File: config.mk
export PLATFORM = sky130hd
export DESIGN_NAME = seq_1011_detector
export DESIGN_NICKNAME = d
export VERILOG_FILES = /design/src/rtl/seq_1011_detector.sv
export SDC_FILE = /design/constraint.sdc
export NUM_CORES = 1
export LEC_CHECK = 0
export CAP_MARGIN = 20
export CELL_PAD_IN_SITES_DETAIL_PLACEMENT = 0
export CELL_PAD_IN_SITES_GLOBAL_PLACEMENT = 1
export CORE_AREA = 4 4 41 43
export CTS_BUF_LIST = sky130_fd_sc_hd__clkbuf_4 sky130_fd_sc_hd__clkbuf_8
export DETAILED_ROUTE_END_ITERATION = 10
export DIE_AREA = 0 0 45 47
export PLACE_DENSITY = 0.36
export SYNTH_ARGS = -nofsm -noshare
export SYNTH_HDL_FRONTEND = slang
export SYNTH_SLANG_ARGS = --single-unit
File: constraint.sdc
create_clock -name clk -period 0.8 [get_ports clk]
set_input_delay 0.16 -clock clk [delete_from_list [all_inputs] [get_ports clk]]
set_output_delay 0.16 -clock clk [all_outputs]
set_load 0.05 [all_outputs]
File: src/rtl/seq_1011_detector.sv
// Moore FSM that flags each received 1-0-1-1 serial pattern with a one-cycle pulse on z.
// Define SEQ_1011_OVERLAP_EN to let the trailing "1" of a match start the next pattern.
module seq_1011_detector (
    input  logic clk,
    input  logic rst,
    input  logic x,
    output logic z
);

    typedef enum logic [2:0] {
        S0    = 3'd0,
        S1    = 3'd1,
        S10   = 3'd2,
        S101  = 3'd3,
        S1011 = 3'd4
    } state_t;

    state_t state;
    state_t state_next;

    always_ff @(posedge clk) begin
        if (rst) begin
            state <= S0;
        end else begin
            state <= state_next;
        end
    end

    // Codes 5-7 fall into the default arm and recover to S0 on the next edge.
    always_comb begin
        state_next = S0;
        case (state)
            S0:      state_next = x ? S1    : S0;
            S1:      state_next = x ? S1    : S10;
            S10:     state_next = x ? S101  : S0;
            S101:    state_next = x ? S1011 : S10;
`ifdef SEQ_1011_OVERLAP_EN
            S1011:   state_next = x ? S1    : S10;
`else
            S1011:   state_next = x ? S1    : S0;
`endif
            default: state_next = S0;
        endcase
    end

    // z is decoded purely from the state register, so x has no path to it.
    always_comb begin
        z = 1'b0;
        if (state == S1011) begin
            z = 1'b1;
        end
    end

endmodule

==> flow_summary.toml, run 1 <==
[outcome]
status = "finished with violations"
violations = "setup timing"

[synthesis]
yosysMostFrequentCell = "dfxtp_1"
yosys.cell_types.count = 9
yosys_register_bits = 3
synthTopCellsByCount = "dfxtp_1 (3), nand2b_1 (2)"
ys_seq_area_share_pct = 47.5
synth_ff_type = "dfxtp_1"
synth_edf_count = 0
yosysWarnings = 0
synth.area.top_cells = "dfxtp_1 (48%), a211oi_2 (9.9%), nand2b_1 (9.9%)"
synthCells = 12
synth_top_area_cell = "dfxtp_1"
synth_top_area_share_pct = 47.5
syn_area_per_cell_um2 = 10.5
syn-cell-area_um2 = 126
syn_nets = 15
async_flop_share_pct = 0

[cts]
insertion_delay_ps = 230
cts_tree = "built"
cts_buffer_depth = 2
cts_root_buf = "clkbuf_4"
cts_buffers = 3
clock-sinks = 3
htreeDepth = 1
clkTransAtPathRegs_ps = 40

[detailed_routing]
drt_iter0_markers = 1
ant_nets = 0
first_pass_iters = 2
drc = 0
finalWirelength_um = 336
vias = 126
routedWlPerCell_um = 8.84
via_per_inst = 3.32

[critical_path]
regToRegStartpoint = "state[0]"
critPathMaxFanout = 2
worst_setup_path_end_kind = "primary output"
path_class = "flop to primary output"
start_kind = "flop"
crit_arrival_ps = 950
cp_slowest_cell = "dfxtp_4"
r2r_setup_slack_ps = -220
critPathMaxStageDelay_ps = 340
path_cells = "nor3b_4 -> buf_12"
required_ps = 640
critical_path_buf_inv_count = 1
r2r_end = "state[1]"
rr_worst_depth = 4
path_delay_family = "flip-flops"

[timing]
final_hold_viol_count = 0
slew_viol_final = 0
post-route-worst-setup-slack_ps = -313
final.period_utilization_pct = 139
max_freq_ghz = 0.899
worst_clock_skew_ps = 2.76
relSlewSlack_pct = 87.8
rsz0062_at_grt = "true"
tightest_slew_ps = 183
setup_violations = 3
fin_crit_ps = 1110
setup_tns_ps = -746

[layout]
diodes = 0
layout.nets = 27
top_register = "state"
largest_register_ffs = 3
fin_util_pct = 21.4
drive_above_1_share_pct = 78.3
areaGrowthSynthToFinish_pct = 121
fill_cells = 154
reg_top3 = "state x3"

[power_and_ir_drop]
power_switching_mw = 0.102
powerDensity_nw_per_um2 = 1820
ir_drop_mv = 0.472
seq_power_share_pct = 31.6
p_comb_share_pct = 9.3
intPower_mw = 0.406
clock_power_share_pct = 59.1
swShare_pct = 20.2
p_leak_nw = 0.107

[floorplanning]
die-height_um = 47
rows = 13
core_um2 = 1300
initial_core_util_pct = 9.71
ios = 4
die_area_um2 = 2120
die_x_um = 45

[grt]
grt_max_degree = 5
gr-usage-met2_pct = 5.65
track_usage_pct = 4.58
grt_overflow = 0
gr-usage-met1_pct = 4.32
grt_pass1_vias = 141
grt_pass1_wl_um = 579
met3_usage_pct = 4.98
busiest_layer = "met2"
antenna_found_initial = 0

[min_path]
hold_start = "state[1]"
holdPathEnd = "state[2]"
holdPathStages = 2
hold_class = "flop to flop"

[job]
cap_viol_max_count = 0

[placement]
gp_congestion = 0.565
portBuffers = 3
==> cell type report <==
class / instances / area [um2] / area share [%]
repair buffers: 7 / 73.8 / 26.5
multi-input cells: 9 / 90.1 / 32.3
clock buffers: 4 / 30.0 / 10.8
well taps: 15 / 18.8 / 6.73
flip-flops and latches: 3 / 66.3 / 23.8
==> worst register-to-register path, cell delays in order (launching register included) <==
cell	delay, ps
dfxtp_4	340
buf_4	130
buf_6	110
nand3b_1	160
a211oi_2	200
==> worst max path at each step <==
stage	start	to	cells past startpoint
final	state[0]	z	2
after global placement	x	state[1]	3
after detailed placement	x	state[1]	3
after CTS	state[0]	z	2
after global routing	state[0]	z	2
after floorplan	state[2]	z	1
==> cell usage in the layout (no fill, tap or decap) <==
cell and instances:
clkdlybuf4s50_1 2, dfxtp_4 1, dfxtp_2 2, nor3b_4 1, nand2_1 1, buf_6 1
buf_12 1, buf_4 3, maj3_2 1, nand2b_1 1, clkbuf_4 4, a211oi_2 1
nand3b_1 1, nor2_2 1, nor3_2 1, nand2b_4 1
==> cells by family (layout without fill, tap and decap cells) <==
group           after synthesis  after routing  share of synthesized area [%]
buf+inv                       0             11                              0
simple gates                  7              7                           33.7
fa+ha+maj                     1              1                           8.91
flops                         3              3                           47.5
compound gates                1              1                           9.90
==> power by group through the flow <==
stage                     Combinational, mW  Clock (mW)  Sequential, mW
after global placement               0.0293           0           0.166
after CTS                            0.0417       0.315           0.161
after detailed placement             0.0295           0           0.166
after floorplan                      0.0116           0           0.165
final                                0.0472       0.301           0.161
after global routing                 0.0517       0.330           0.161
==> through the flow <==
step / power [mW] / instance area [um2] / hold slack (ps) / setup slack, ps / instances
after floorplan: 0.176 / 140 / 217 / -191 / 12
after global placement: 0.196 / 214 / 487 / -277 / 32
after detailed placement: 0.196 / 214 / 481 / -298 / 32
after CTS: 0.517 / 267 / 484 / -329 / 38
after global routing: 0.543 / 279 / 533 / -346 / 38
final: 0.508 / 279 / 501 / -313 / 38
==> routing by layer <==
metal	vias to the layer above	wire length, um
met5	-	0
met4	0	0
met3	0	41
met2	6	170
met1	57	124
li1	63	-
==> timing repair <==
item,in CTS,in global routing
gates resized for setup,3,3
hold buffers,0,0
buffers inserted,2,1
pin swaps,2,1
endpoints found under the setup margin,3,4
hold endpoints to repair,0,0
Power figures use the tool's default switching activity.
==> run 2, diff against run 1 <==
Settings changed: MAX_ROUTING_LAYER set to met4, SKIP_LAST_GASP set to 1, TNS_END_PERCENT set to 5.
==> run 2 against run 1 <==
  * The run still ends with setup timing left
  * Setup slack about the same
  * Cell count decreased by 2.6%
  * Highest routed layer unchanged
  * Clock skew about the same
  * Clock-buffer cell count unchanged
==> flow_summary.toml, run 2 (same netlist as run 1, synthesis figures left out) <==
[outcome]
status = "finished with violations"
violations = "setup timing"

[power_and_ir_drop]
p_comb_share_pct = 7.2
p_leak_nw = 0.0940
clock_power_share_pct = 60.5
seq_power_share_pct = 32.3
intPower_mw = 0.398
power_switching_mw = 0.0981
ir_drop_mv = 0.474
powerDensity_nw_per_um2 = 1940
swShare_pct = 19.8

[grt]
track_usage_pct = 4.65
antenna_found_initial = 0
grt_pass1_wl_um = 572
grt_overflow = 0
grt_pass1_vias = 134
grt_max_degree = 5

[layout]
areaGrowthSynthToFinish_pct = 102
diodes = 0
layout.nets = 26
fin_util_pct = 19.6
regArea_um2 = 66.3
final_cell_mix = "clkbuf_4 (4), buf_4 (3), nand2b_1 (2), clkdlybuf4s50_1 (2), dfxtp_2 (2)"
top_register = "state"
largest_register_ffs = 3
final_common_cell = "clkbuf_4"
drive_above_1_share_pct = 68.2
reg_top3 = "state x3"
multiInputGateArea_um2 = 77.6
fill_cells = 158

[critical_path]
worst_setup_path_end_kind = "primary output"
cp-startpoint = "state[0]"
critPathMaxStageDelay_ps = 340
path_class = "flop to primary output"
required_ps = 640
start_kind = "flop"
path_cells = "nor3b_4 -> buf_12"
r2r_setup_slack_ps = -120
regToRegStartpoint = "state[0]"
r2r_end = "state[1]"
crit_path_end = "z"
crit_arrival_ps = 950
critPathMaxFanout = 2
cp_slowest_cell = "dfxtp_4"
rr_worst_depth = 3

[floorplanning]
core_um2 = 1300
ios = 4
initial_core_util_pct = 9.71
die_area_um2 = 2120
die_x_um = 45
die-height_um = 47
rows = 13

[timing]
setup_violations = 3
final.period_utilization_pct = 139
max_freq_ghz = 0.899
relSlewSlack_pct = 87.9
fin_crit_ps = 1110
tightest_slew_ps = 181
whs_ps = 481
rsz0062_at_grt = "true"
worst_clock_skew_ps = 2.59
post-route-worst-setup-slack_ps = -313
final_hold_viol_count = 0
slew_viol_final = 0

[cts]
cts_buffer_depth = 2
cts_buffers = 3
htreeDepth = 1
cts_tree = "built"
clkTransAtPathRegs_ps = 40
cts_root_buf = "clkbuf_4"
clock-sinks = 3
cts_hold_buf = 0
insertion_delay_ps = 230

[detailed_routing]
vias = 123
routedWlPerCell_um = 8.14
drt_iter0_markers = 2
first_pass_iters = 2
via_per_inst = 3.32
finalWirelength_um = 301
drc = 0
ant_nets = 0

[min_path]
hold_class = "flop to flop"
holdPathStages = 2

[placement]
gp_congestion = 0.568
portBuffers = 3
pre_cts_slack_ps = -298

[job]
cap_viol_max_count = 0
==> run 2: power by group through the flow <==
| stage | clock network (mW) | logic (mW) | registers, mW |
|---|---|---|---|
| after floorplan | 0 | 0.0116 | 0.165 |
| after global placement | 0 | 0.0293 | 0.166 |
| after detailed placement | 0 | 0.0295 | 0.166 |
| after CTS | 0.315 | 0.0359 | 0.161 |
| after global routing | 0.330 | 0.0402 | 0.162 |
| final | 0.300 | 0.0356 | 0.161 |
==> run 2: layer usage <==
metal  GRT usage [%]  part of all wire, %  up-vias
met1            4.55                   40       55
met5               -                    0        -
met3            4.98                   14        0
met2            5.08                   46        6
met4            3.51                    0        0
li1                -                    -       62
==> run 2: timing repair <==
item | CTS | global route
pin swaps | 1 | 0
setup endpoints to repair | 3 | 4
endpoints found under the hold margin | 0 | 0
gates resized for setup | 2 | 0
buffers inserted | 1 | 0
==> run 2: how the worst min path moves through the flow <==
stage | start | end | slack (ps)
6_report | state[1] | state[2] | 480
5_1_grt | state[1] | state[2] | 540
4_1_cts | state[1] | state[2] | 480
3_5_place_dp | state[1] | state[2] | 480
3_3_place_gp | state[1] | state[2] | 490
2_1_floorplan | rst | state[1] | 220
==> run 2: cell type report <==
type,count,area share (%)
Multi-Input combinational cell,9,30.4
Timing Repair Buffer,6,24.5
Clock buffer,4,11.8
Tap cell,15,7.35
Sequential cell,3,26.0
==> run 2: worst max-delay path: cells and delay by family, from the launching register on <==
kind | cells | cell delay (ps)
AND/OR/NAND/NOR | 1 | 220
flip-flops | 1 | 340
buffers and inverters | 1 | 160
==> run 2: per-stage QoR <==
| step | area (um2) | power, mW | instances | TNS [ps] |
|---|---|---|---|---|
| final | 255 | 0.496 | 37 | -546 |
| after floorplan | 140 | 0.176 | 12 | -191 |
| after global placement | 214 | 0.196 | 32 | -744 |
| after CTS | 255 | 0.512 | 37 | -571 |
| after global routing | 255 | 0.532 | 37 | -810 |
| after detailed placement | 214 | 0.196 | 32 | -760 |
==> run 3, diff against run 2 <==
Settings changed: GPL_ROUTABILITY_DRIVEN set to 1.
==> results of run 3 <==
Final layout, timing and power as in run 2 (identical DEF).
